`config.mk`:
```
export PLATFORM = sky130hd
export DESIGN_NAME = regfile_dump_reader
export DESIGN_NICKNAME = d
export VERILOG_FILES = /design/src/rtl/regfile_dump_reader.sv
export SDC_FILE = /design/constraint.sdc
export NUM_CORES = 1
export LEC_CHECK = 0
export CAP_MARGIN = 20
export CELL_PAD_IN_SITES_DETAIL_PLACEMENT = 0
export CELL_PAD_IN_SITES_GLOBAL_PLACEMENT = 1
export CORE_MARGIN = 2
export CORE_UTILIZATION = 27
export CTS_BUF_LIST = sky130_fd_sc_hd__clkbuf_8
export DETAILED_ROUTE_END_ITERATION = 7
export GPL_TIMING_DRIVEN = 0
export MAX_ROUTING_LAYER = met4
export PLACE_DENSITY_LB_ADDON = 0.05
export SYNTH_ARGS = -nofsm -noshare
export SYNTH_HDL_FRONTEND = slang
export SYNTH_SLANG_ARGS = --single-unit
export TNS_END_PERCENT = 20
```
`constraint.sdc`:
```
create_clock -name clk -period 2.55 [get_ports clk]
set_clock_uncertainty 0.1 [all_clocks]
set_input_delay 0.6375 -clock clk [delete_from_list [all_inputs] [get_ports clk]]
set_output_delay 0.6375 -clock clk [all_outputs]
set_load 0.02 [all_outputs]
```
`src/rtl/regfile_dump_reader.sv`:
```
// Walks a wrapping range of register-file addresses and streams each value on a valid/ready port.
// Optional trailing XOR checksum beat when REGFILE_DUMP_CHECKSUM_EN is defined.
module regfile_dump_reader #(
  parameter int unsigned WIDTH    = 32,
  parameter int unsigned NUM_REGS = 8,
  parameter int unsigned ADDR_W   = 4
) (
  input  logic              clk,
  input  logic              rst_n,
  input  logic              start,
  input  logic [ADDR_W-1:0] start_addr,
  input  logic [ADDR_W:0]   count,
  output logic [ADDR_W-1:0] rf_rd_addr,
  input  logic [WIDTH-1:0]  rf_rd_data,
  output logic              out_valid,
  input  logic              out_ready,
  output logic [WIDTH-1:0]  out_data,
  output logic              out_last,
  output logic              busy,
  output logic              done
);

  typedef enum logic [2:0] {StIdle, StFetch, StSend, StCksum, StFin} state_e;

  localparam logic [ADDR_W:0]   NumRegsW = (ADDR_W + 1)'(NUM_REGS);
  localparam logic [ADDR_W-1:0] LastAddr = ADDR_W'(NUM_REGS - 1);
  localparam logic [ADDR_W:0]   OneW     = (ADDR_W + 1)'(1);

  state_e          state_q;
  logic [ADDR_W:0] remaining_q;
`ifdef REGFILE_DUMP_CHECKSUM_EN
  logic [WIDTH-1:0] cksum_q;
`endif

  // rf_rd_addr doubles as the current walk address; it only moves on entry to StFetch.
  always_ff @(posedge clk or negedge rst_n) begin
    if (!rst_n) begin
      state_q     <= StIdle;
      remaining_q <= '0;
      rf_rd_addr  <= '0;
      out_valid   <= 1'b0;
      out_data    <= '0;
      out_last    <= 1'b0;
      busy        <= 1'b0;
      done        <= 1'b0;
`ifdef REGFILE_DUMP_CHECKSUM_EN
      cksum_q     <= '0;
`endif
    end else begin
      done <= 1'b0;
      unique case (state_q)
        StIdle: begin
          if (start) begin
            busy        <= 1'b1;
            rf_rd_addr  <= ({1'b0, start_addr} >= NumRegsW) ? '0 : start_addr;
            remaining_q <= (count > NumRegsW) ? NumRegsW : count;
`ifdef REGFILE_DUMP_CHECKSUM_EN
            cksum_q     <= '0;
`endif
            if (count == '0) begin
              state_q <= StFin;
              done    <= 1'b1;
            end else begin
              state_q <= StFetch;
            end
          end
        end
        StFetch: begin
          out_data  <= rf_rd_data;
          out_valid <= 1'b1;
`ifdef REGFILE_DUMP_CHECKSUM_EN
          out_last  <= 1'b0;
          cksum_q   <= cksum_q ^ rf_rd_data;
`else
          out_last  <= (remaining_q == OneW);
`endif
          state_q   <= StSend;
        end
        StSend: begin
          if (out_ready) begin
            remaining_q <= remaining_q - OneW;
            if (remaining_q == OneW) begin
`ifdef REGFILE_DUMP_CHECKSUM_EN
              // Checksum beat follows immediately; cksum_q already covers the final register.
              out_data <= cksum_q;
              out_last <= 1'b1;
              state_q  <= StCksum;
`else
              out_valid <= 1'b0;
              out_last  <= 1'b0;
              done      <= 1'b1;
              state_q   <= StFin;
`endif
            end else begin
              out_valid  <= 1'b0;
              out_last   <= 1'b0;
              rf_rd_addr <= (rf_rd_addr == LastAddr) ? '0 : rf_rd_addr + 1'b1;
              state_q    <= StFetch;
            end
          end
        end
        StCksum: begin
          if (out_ready) begin
            out_valid <= 1'b0;
            out_last  <= 1'b0;
            done      <= 1'b1;
            state_q   <= StFin;
          end
        end
        StFin: begin
          busy    <= 1'b0;
          state_q <= StIdle;
        end
        default: state_q <= StIdle;
      endcase
    end
  end

endmodule

```
==> results by group, run 1 <==
Status
  – Run status: finished clean

Routing
  – 1st-iter DRT viols: 36
  – Detailed-router iteration count before antenna repair: 4
  – Routed Antenna Nets: 0
  – Final Routed Wirelength: 4980 µm
  – Remaining DRCs: 0
  – Average wire per standard cell: 13.6 µm
  – Total via count after detailed routing: 1643
  – Number of vias per cell after detailed routing: 4.49

Placement
  – Hpwl dp: 3710 µm
  – Standard cell area after detailed placement: 0.00310 mm²
  – RePlAce Congestion: 0.680
  – DP Worst Slack: 129 ps
  – Dpl cells: 358
  – Port bufs: 84

Floorplanning
  – Io pins: 85
  – Floorplan die area: 0.00858 mm²
  – Floorplan die width: 92.6 µm
  – Core ar.: 0.00769 mm²
  – Row Count: 32
  – Die H: 92.6 µm
  – Initial core utilization: 27.6%

Critical path
  – CP Buf/Inv Count: 1
  – Register-to-register setup slack: 480 ps
  – Nature of the critical path startpoint: flop
  – Cell with the largest stage delay on the worst path: clkdlybuf4s50_1
  – Cell class contributing the biggest share of worst-path delay: buffers and inverters
  – Length in cells of the worst reg-to-reg path: 6
  – Maximum fanout encountered on the critical timing path: 6
  – Data arrival time of the critical path: 1380 ps
  – Critical Path Max Stage Delay: 640 ps
  – CP cell instances: clkdlybuf4s50_1
  – Worst reg2reg path endpoint: rf_rd_addr[2]
  – Required time worst endpoint: 1810 ps
  – Category of the most critical setup path: flop to output port
  – Worst flop-to-flop path startpoint: remaining_q[1]
  – Critical Path End Type: output port

Yosys
  – Number of enable-type register cells in the synthesized netlist: 0
  – Yosys warns: 0
  – Total of flip-flops plus latches after synthesis: 48
  – Yosys cell types: 37
  – Most common library cells after synthesis: dfrtp_1 (48), mux2_2 (31), nor2_1 (15)
  – Synth Area per Inst: 12.4 µm²
  – Cell count after synthesis: 171
  – Area fraction of the dominant cell type after synthesis: 56.6%
  – Syn_nets: 219
  – Most frequently used cell type in the post-synthesis netlist: dfrtp_1
  – Cells taking the most area after synthesis: dfrtp_1 (57%), mux2_2 (16%), nor2_1 (2.7%), a21oi_1 (2.1%), ha_1 (1.8%)
  – Netlist Area Pre-Place: 0.00212 mm²
  – Ys async rst share: 100%
  – Cell taking the most area after synthesis: dfrtp_1
  – Sequential-to-total area share from yosys stat: 56.6%
  – Most used DFF post-synth: dfrtp_1

Finish
  – Number of nets in the layout: 311
  – Filler-free cell count of the finished design: 366
  – Share of the core filled with cells in the final layout: 42.0%
  – Number of antenna repair diodes: 0
  – Area grow syn2layout: 52.1%
  – Fraction of layout instances using a drive strength above 1: 19.3%
  – Total non-filler cell area in the finished layout: 0.00323 mm²
  – FILL cells: 750

Clock tree
  – Number of CTS-inserted buffers: 5
  – Number of H-tree branching levels: 2
  – Gates resized, CTS repair: 0
  – Clk root buf: clkbuf_8
  – Post-CTS setup buffer count: 0
  – Clock transition at the register clock pins on the worst setup and hold paths after CTS: 90 ps
  – Clock buffer depth: 2
  – Clock latency reported for the late side of the worst-skew pair: 300 ps
  – CTS sink count: 48
  – Clock tree from TritonCTS: yes
  – Hold Buf Count CTS: 0

Power and ir drop
  – Final Power: 3.98 mW
  – Largest voltage drop on the vdd net: 0.371 mV
  – Reported leakage power: 1.30 nW
  – Power density of the placed cells: 1230 mW/mm²

Timing
  – Max Transition Viols Final: 0
  – Total of endpoints with negative setup slack in the final report: 0
  – Smallest hold slack: 221 ps
  – Setup WS post-layout: 436 ps
  – Final-report hold violation count: 0
  – Slew at the pin closest to its max-slew limit: 930 ps
  – Final TNS setup: 0 ps
  – Min Clock Period, post-route: 2110 ps
  – Max-slew headroom: 37.1%
  – Setup repair after global routing missed its margin: no
  – Achievable frequency: 473 MHz
  – Fin crit share: 82.9%

Worst hold path
  – Hold WC Path Type: input pin to asynchronous set/reset pin

Global routing
  – Via count of the first global-routing pass: 1619
  – First-pass GRT wire length: 7880 µm
  – Number of antenna violations at the first check in global routing: 0
  – Overall track demand over capacity in global routing: 12.0%
  – Final global-route overflow total: 0
  – Largest net degree at the start of global routing: 26

Run
  – Count of max-cap constraint violations: 0
==> worst max-delay path by stage <==
stage	start	end	slack (ps)	depth (start not counted)
final	rf_rd_addr[2]	rf_rd_addr[2]	440	1
after global routing	remaining_q[1]	state_q[2]	290	5
after CTS	rf_rd_addr[2]	rf_rd_addr[2]	420	1
after detailed placement	out_ready	remaining_q[1]	130	6
after global placement	rst_n	rf_rd_addr[2]	-850	1
after floorplan	remaining_q[0]	remaining_q[4]	800	6
==> state kept, by name, summed over array words and instances, names as in the netlist <==
register,flops
remaining_q,5
state_q,3
rf_rd_addr,4
done,1
out_data,32
out_last,1
out_valid,1
busy,1
==> layout make-up <==
class,instances,area (µm²),area share (%)
sequential,48,1200,37.2
clock buffer,6,82.6,2.56
clock inverter,2,38.8,1.20
inverter,7,26.3,0.815
buffer,8,43.8,1.36
timing repair buffer,85,856,26.5
multi-input combinational,108,850,26.3
tap,102,128,3.96
==> per-layer routing <==
layer | GRT usage [%] | up-vias | part of all wire (%)
met4 | 3.68 | 0 | 1.2
met5 | - | - | 0
met2 | 18.5 | 57 | 45
li1 | - | 799 | -
met1 | 15.9 | 780 | 47
met3 | 2.93 | 7 | 6.2
==> where the power goes <==
group / switching (mW) / internal (mW) / total, mW / leakage (nW)
clock: 0.262 / 0.321 / 0.583 / 0.0614
sequential: 0.217 / 1.12 / 1.33 / 0.576
combinational: 0.976 / 1.08 / 2.06 / 0.666
total: 1.46 / 2.52 / 3.98 / 1.30
==> cells in the final DEF, fill, tap and decap left out, types with 3 or more instances in the layout <==
| cell | count |
|---|---|
| ha_1 | 3 |
| inv_1 | 7 |
| nand2_1 | 4 |
| a31oi_1 | 3 |
| clkdlybuf4s50_1 | 83 |
| clkbuf_1 | 3 |
| dfrtp_1 | 48 |
| clkbuf_8 | 6 |
| o21ai_0 | 7 |
| nor3_1 | 3 |
| a21oi_1 | 9 |
| mux2_2 | 31 |
| nor2_1 | 15 |
| buf_4 | 3 |
==> cells by family (layout without fill, tap and decap cells) <==
group	count (synthesis)	after routing	share of synthesized area (%)
mux	32	32	17.0
compound gates	36	36	11.8
flops	48	48	56.6
buf+inv	15	108	3.30
xor+xnor	1	1	0.413
fa+ha+maj	3	3	1.77
simple gates	36	36	9.09
Note: power is estimated with default switching activity, not from simulation.
==> inputs of run 2 (changes only) <==
==> constraint.sdc (replaced) <==
create_clock -name clk -period 2.17 [get_ports clk]
set_clock_uncertainty 0.1 [all_clocks]
set_input_delay 0.5425 -clock clk [delete_from_list [all_inputs] [get_ports clk]]
set_output_delay 0.5425 -clock clk [all_outputs]
set_load 0.02 [all_outputs]
==> run 2 against run 1 <==
  * Cell count unchanged
  * Hold slack got worse by 96 ps
  * Global-route usage unchanged
  * Highest routed layer unchanged
  * Via count decreased by 0.12%
  * Largest cell class unchanged
  * Utilization increased by 0.081 points
  * Sequential power increased by 18%
  * Wire length increased by 0.36%
==> results by group, run 2 (synthesized netlist as in run 1, its figures left out) <==
Timing
  – Max Transition Viols Final: 0 (unchanged)
  – Final TNS setup: 0 ps (unchanged)
  – Slew at the pin closest to its max-slew limit: 626 ps (-304 ps)
  – Fin crit share: 93.1%
  – Max-slew headroom: 58.1% (+21 points)
  – Total of endpoints with negative setup slack in the final report: 0 (unchanged)
  – Setup WS post-layout: 150 ps (-286 ps)
  – Achievable frequency: 495 MHz
  – Final-report hold violation count: 0 (unchanged)
  – Setup repair after global routing missed its margin: no
  – Min Clock Period, post-route: 2020 ps

Routing
  – 1st-iter DRT viols: 34 (-5.6%)
  – Total via count after detailed routing: 1641 (-0.12%)
  – Number of vias per cell after detailed routing: 4.48 (-0.12%)
  – Detailed-router iteration count before antenna repair: 4 (unchanged)
  – Routed Antenna Nets: 0 (unchanged)
  – Average wire per standard cell: 13.7 µm (+0.36%)
  – Remaining DRCs: 0 (unchanged)
  – Final Routed Wirelength: 5000 µm (+0.36%)

Run
  – Count of max-cap constraint violations: 0 (unchanged)

Finish
  – Register containing the most flip-flops in the final layout: out_data
  – Largest registers in the final layout: out_data (32), remaining_q (5), rf_rd_addr (4)
  – Share of the core filled with cells in the final layout: 42.0% (+0.081 points)
  – Largest register FFs: 32 (unchanged)
  – Number of nets in the layout: 311 (unchanged)
  – Commonest cells after routing, fill and taps aside: clkdlybuf4s50_1 (83), dfrtp_1 (48), mux2_2 (31), nor2_1 (15), a21oi_1 (9)
  – Area grow syn2layout: 52.4%
  – Fraction of layout instances using a drive strength above 1: 19.7% (+0.38 points)
  – Number of antenna repair diodes: 0 (unchanged)
  – Most common cell after layout, fill and taps aside: clkdlybuf4s50_1

Critical path
  – Maximum fanout encountered on the critical timing path: 6 (unchanged)
  – CP Buf/Inv Count: 1 (unchanged)
  – Category of the most critical setup path: flop to output port
  – Cell with the largest stage delay on the worst path: clkdlybuf4s50_1
  – Cell class contributing the biggest share of worst-path delay: buffers and inverters
  – CP cell instances: clkdlybuf4s50_1
  – Data arrival time of the critical path: 1380 ps (about the same)
  – Required time worst endpoint: 1530 ps (-280 ps)
  – Nature of the critical path startpoint: flop
  – Critical Path End Type: output port
  – Critical Path Max Stage Delay: 640 ps (about the same)

Floorplanning
  – Core ar.: 0.00769 mm² (unchanged)
  – Row Count: 32 (unchanged)
  – Floorplan die area: 0.00858 mm² (unchanged)
  – Io pins: 85 (unchanged)
  – Die H: 92.6 µm (unchanged)
  – Floorplan die width: 92.6 µm (unchanged)
  – Initial core utilization: 27.6% (unchanged)

Clock tree
  – Number of CTS-inserted buffers: 5 (unchanged)
  – Clock latency reported for the late side of the worst-skew pair: 300 ps (about the same)
  – Clk root buf: clkbuf_8
  – Hold Buf Count CTS: 0 (unchanged)
  – Clock tree from TritonCTS: yes
  – Clock transition at the register clock pins on the worst setup and hold paths after CTS: 90 ps (about the same)
  – Clock buffer depth: 2 (unchanged)
  – Number of H-tree branching levels: 2 (unchanged)
  – CTS sink count: 48 (unchanged)

Power and ir drop
  – Power density of the placed cells: 1450 mW/mm² (+17%)
  – Largest voltage drop on the vdd net: 0.435 mV (+17%)
  – Reported leakage power: 1.30 nW (about the same)

Status
  – Run status: finished clean

Global routing
  – Via count of the first global-routing pass: 1619 (unchanged)
  – Number of antenna violations at the first check in global routing: 0 (unchanged)
  – Overall track demand over capacity in global routing: 12.0% (unchanged)
  – First-pass GRT wire length: 7880 µm (unchanged)
  – Largest net degree at the start of global routing: 26 (unchanged)
  – Final global-route overflow total: 0 (unchanged)

Worst hold path
  – Hold WC Path Type: input pin to asynchronous set/reset pin

Placement
  – Port bufs: 84 (unchanged)
  – RePlAce Congestion: 0.680 (unchanged)
  – DP Worst Slack: -156 ps (-285 ps)
  – Hpwl dp: 3710 µm (unchanged)
-- run 2: final cells by class --
cell class	instances	area (µm²)
fillers	752	4460
flip-flops and latches	48	1200
well taps	102	128
clock inverters	2	38.8
repair buffers	85	856
plain buffers	8	43.8
clock buffers	6	82.6
multi-input cells	108	856
inverters	7	26.3
-- run 2: final timing paths --
check                           slack, ps  cells after the start             end           start
worst max register to register        310                      6  remaining_q[4]  remaining_q[0]
max in group asynchronous            1310                      2      state_q[2]           rst_n
worst min register to register        400                      1    out_data[27]    out_data[27]
worst max-delay path                  150                      1   rf_rd_addr[2]   rf_rd_addr[2]
worst min-delay path                  130                      1     out_data[7]           rst_n
min in group clk                      400                      1    out_data[27]    out_data[27]
-- run 2: power by group --
| part | switching [mW] | internal, mW | leakage, nW |
|---|---|---|---|
| sequential | 0.260 | 1.31 | 0.576 |
| combinational | 1.15 | 1.27 | 0.666 |
| clock | 0.309 | 0.377 | 0.0614 |
-- run 2: layer usage --
metal  part of all wire, %  track usage, %  vias to the layer above
met5                     0               -                        -
met4                   1.2            3.68                        0
met3                   5.4            2.93                        7
met2                    46            18.5                       52
met1                    47            15.9                      783
li1                      -               -                      799
-- run 2: per-stage QoR --
| stage | power [mW] | cells | hold WS [ps] | area (µm²) |
|---|---|---|---|---|
| CTS | 4.75 | 366 | 141 | 3230 |
| floorplan | 2.99 | 171 | 147 | 2120 |
| finish | 4.68 | 366 | 126 | 3230 |
| global placement | 4.04 | 357 | 377 | 3090 |
| detailed placement | 4.04 | 358 | 381 | 3100 |
| global route | 5.02 | 366 | 147 | 3230 |
-- run 2: timing repair --
action	CTS	global route
gates resized for setup	0	1
buffers inserted	0	0
setup endpoints to repair	0	5
==> inputs of run 3 (changes only) <==
--- a/config.mk
+++ b/config.mk
@@ -15,6 +15,7 @@
 export GPL_TIMING_DRIVEN = 0
 export MAX_ROUTING_LAYER = met4
 export PLACE_DENSITY_LB_ADDON = 0.05
+export SLEW_MARGIN = 20
 export SYNTH_ARGS = -nofsm -noshare
 export SYNTH_HDL_FRONTEND = slang
 export SYNTH_SLANG_ARGS = --single-unit
==> run 3 against run 2 <==
  * Final area down 0.74%
  * Flip-flop and latch count unchanged
  * Combinational power about the same
  * Global-route usage up 0.084 points
  * Hold slack better by 34 ps
  * Maximum frequency about the same
  * First-iteration DRC count down 21%
  * Total power down 0.37%
  * Cell count down 0.27%
  * Die area unchanged
  * Register-to-register slack worse by 160 ps
  * Critical endpoint is now rf_rd_addr[2]
  * Largest power group unchanged
==> results by group, run 3 (synthesized netlist as in run 1, its figures left out) <==
Status
  – Run status: finished clean

Critical path
  – Maximum fanout encountered on the critical timing path: 4 (-2)
  – Critical Path End Type: flop
  – Critical Path Max Stage Delay: 730 ps (+90 ps)
  – Data arrival time of the critical path: 2160 ps (+780 ps)
  – Cell with the largest stage delay on the worst path: nor4b_1
  – Required time worst endpoint: 2310 ps (+780 ps)
  – Category of the most critical setup path: flop to flop
  – CP cell instances: inv_1 -> ha_1 -> nor4b_1 -> nor2_2 -> a31oi_1 -> o22a_2
  – Nature of the critical path startpoint: flop

Power and ir drop
  – Reported leakage power: 1.29 nW (-0.72%)
  – Sequential power share: 33.6% (about the same)
  – Clock power share: 14.6% (about the same)
  – Power density of the placed cells: 1450 mW/mm² (+0.36%)
  – Largest voltage drop on the vdd net: 0.430 mV (-1.2%)
  – Combinational share of power: 51.8% (about the same)
  – NetSw: 1.70 mW (-0.72%)
  – Total internal power: 2.96 mW (-0.17%)
  – Net switching share of the total power: 36.5% (-0.13 points)

Floorplanning
  – Floorplan die area: 0.00858 mm² (unchanged)
  – Core ar.: 0.00769 mm² (unchanged)
  – Row Count: 32 (unchanged)
  – Floorplan die width: 92.6 µm (unchanged)
  – Initial core utilization: 27.6% (unchanged)
  – Die H: 92.6 µm (unchanged)
  – Io pins: 85 (unchanged)

Finish
  – Most common cell after layout, fill and taps aside: clkdlybuf4s50_1
  – Largest registers in the final layout: out_data (32), remaining_q (5), rf_rd_addr (4)
  – Register containing the most flip-flops in the final layout: out_data
  – Commonest cells after routing, fill and taps aside: clkdlybuf4s50_1 (83), dfrtp_1 (48), mux2_2 (31), nor2_1 (15), a21oi_1 (9)
  – Number of nets in the layout: 310 (-0.32%)
  – Number of antenna repair diodes: 0 (unchanged)
  – Area used by multi-input combinational logic: 850 µm² (-0.73%)
  – Area taken by flip-flops and latches: 0.00120 mm² (unchanged)
  – Filler-free cell count of the finished design: 365 (-0.27%)
  – Area grow syn2layout: 51.3%
  – Fraction of layout instances using a drive strength above 1: 19.0% (-0.69 points)
  – FILL cells: 779 (+3.6%)
  – Largest register FFs: 32 (unchanged)

Timing
  – Setup WS post-layout: 150 ps (+0.266 ps)
  – Min Clock Period, post-route: 2020 ps (-0.266 ps)
  – Fin crit share: 93.1% (about the same)
  – Final TNS setup: 0 ps (unchanged)
  – Achievable frequency: 495 MHz (about the same)
  – Final-report hold violation count: 0 (unchanged)
  – Max-slew headroom: 39.9% (-18 points)
  – Smallest hold slack: 159 ps (+33.6 ps)
  – Max Transition Viols Final: 0 (unchanged)
  – Slew at the pin closest to its max-slew limit: 890 ps (+264 ps)
  – Setup repair after global routing missed its margin: no
  – Total of endpoints with negative setup slack in the final report: 0 (unchanged)

Routing
  – Remaining DRCs: 0 (unchanged)
  – Detailed-router iteration count before antenna repair: 4 (unchanged)
  – Average wire per standard cell: 13.5 µm (-1.1%)
  – Total via count after detailed routing: 1623 (-1.1%)
  – Routed Antenna Nets: 0 (unchanged)
  – Number of vias per cell after detailed routing: 4.45 (-0.83%)
  – 1st-iter DRT viols: 27 (-21%)
  – Final Routed Wirelength: 4930 µm (-1.4%)

Clock tree
  – Clock tree from TritonCTS: yes
  – Number of H-tree branching levels: 2 (unchanged)
  – Number of CTS-inserted buffers: 5 (unchanged)
  – Clock buffer depth: 2 (unchanged)
  – Clock transition at the register clock pins on the worst setup and hold paths after CTS: 90 ps (about the same)
  – CTS sink count: 48 (unchanged)
  – Post-CTS setup buffer count: 0 (unchanged)
  – Hold Buf Count CTS: 0 (unchanged)
  – Gates resized, CTS repair: 0 (unchanged)
  – Clock latency reported for the late side of the worst-skew pair: 300 ps (about the same)
  – Clk root buf: clkbuf_8

Placement
  – Port bufs: 84 (unchanged)
  – Dpl cells: 357 (-0.28%)
  – Hpwl dp: 3600 µm (-3.0%)
  – DP Worst Slack: -159 ps (-2.38 ps)
  – RePlAce Congestion: 0.680 (unchanged)

Global routing
  – Number of antenna violations at the first check in global routing: 0 (unchanged)
  – Final global-route overflow total: 0 (unchanged)
  – Overall track demand over capacity in global routing: 12.1% (+0.084 points)
  – First-pass GRT wire length: 8090 µm (+2.6%)
  – Largest net degree at the start of global routing: 49 (+88%)
  – Via count of the first global-routing pass: 1609 (-0.62%)

Worst hold path
  – Hold WC Path Type: input pin to asynchronous set/reset pin

Run
  – Count of max-cap constraint violations: 0 (unchanged)
[run 3: changes by cell type in the layout (fill, tap and decap cells not counted), sizes merged]
cell	before	now
buf	5	4
[run 3: power by group through the flow]
| stage | clock network [mW] | logic, mW | registers [mW] |
|---|---|---|---|
| after CTS | 0.719 | 2.45 | 1.57 |
| after global routing | 0.749 | 2.61 | 1.64 |
| after detailed placement | 0 | 2.45 | 1.59 |
| after floorplan | 0 | 0.983 | 2.00 |
| final | 0.678 | 2.42 | 1.57 |
| after global placement | 0 | 2.46 | 1.58 |
[run 3: area by class of cell]
class	instances	area share [%]
Timing Repair Buffer	84	26.1
Buffer	8	1.37
Multi-Input combinational cell	108	26.5
Inverter	7	0.819
Tap cell	102	3.98
Clock buffer	6	2.57
Sequential cell	48	37.4
Clock inverter	2	1.21
[run 3: final timing paths]
kind                           startpoint       endpoint  slack, ps  cells after the start
max reg2reg                remaining_q[1]  rf_rd_addr[2]        150                      6
min                                 rst_n   out_data[23]        160                      1
max                        remaining_q[1]  rf_rd_addr[2]        150                      6
min reg2reg                  out_data[27]   out_data[27]        390                      1
max in group asynchronous           rst_n     state_q[2]       1410                      1
min in group clk             out_data[27]   out_data[27]        390                      1
[run 3: through the flow]
step	area (µm²)	power (mW)	utilization, %
floorplan	2120	2.99	-
global placement	3090	4.04	40.2
detailed placement	3090	4.04	40.2
CTS	3210	4.74	41.7
global route	3210	5.00	41.7
finish	3210	4.66	41.7
[run 3: worst max-delay path, delay by kind of cell (launching register included)]
family                   cells  cell delay [ps]
AO/OA/AOI/OAI                2              380
adder cells (fa/ha/maj)      1              160
buffers and inverters        1              100
flip-flops                   1              380
AND/OR/NAND/NOR              2              860
[run 3: layer usage]
layer	up-vias	routed length (µm)	share of wire (%)	global-route usage, %
li1	805	-	-	-
met4	0	51	1.0	3.31
met5	-	0	0	-
met2	48	2200	45	18.3
met3	7	258	5.2	2.69
met1	763	2420	49	16.6
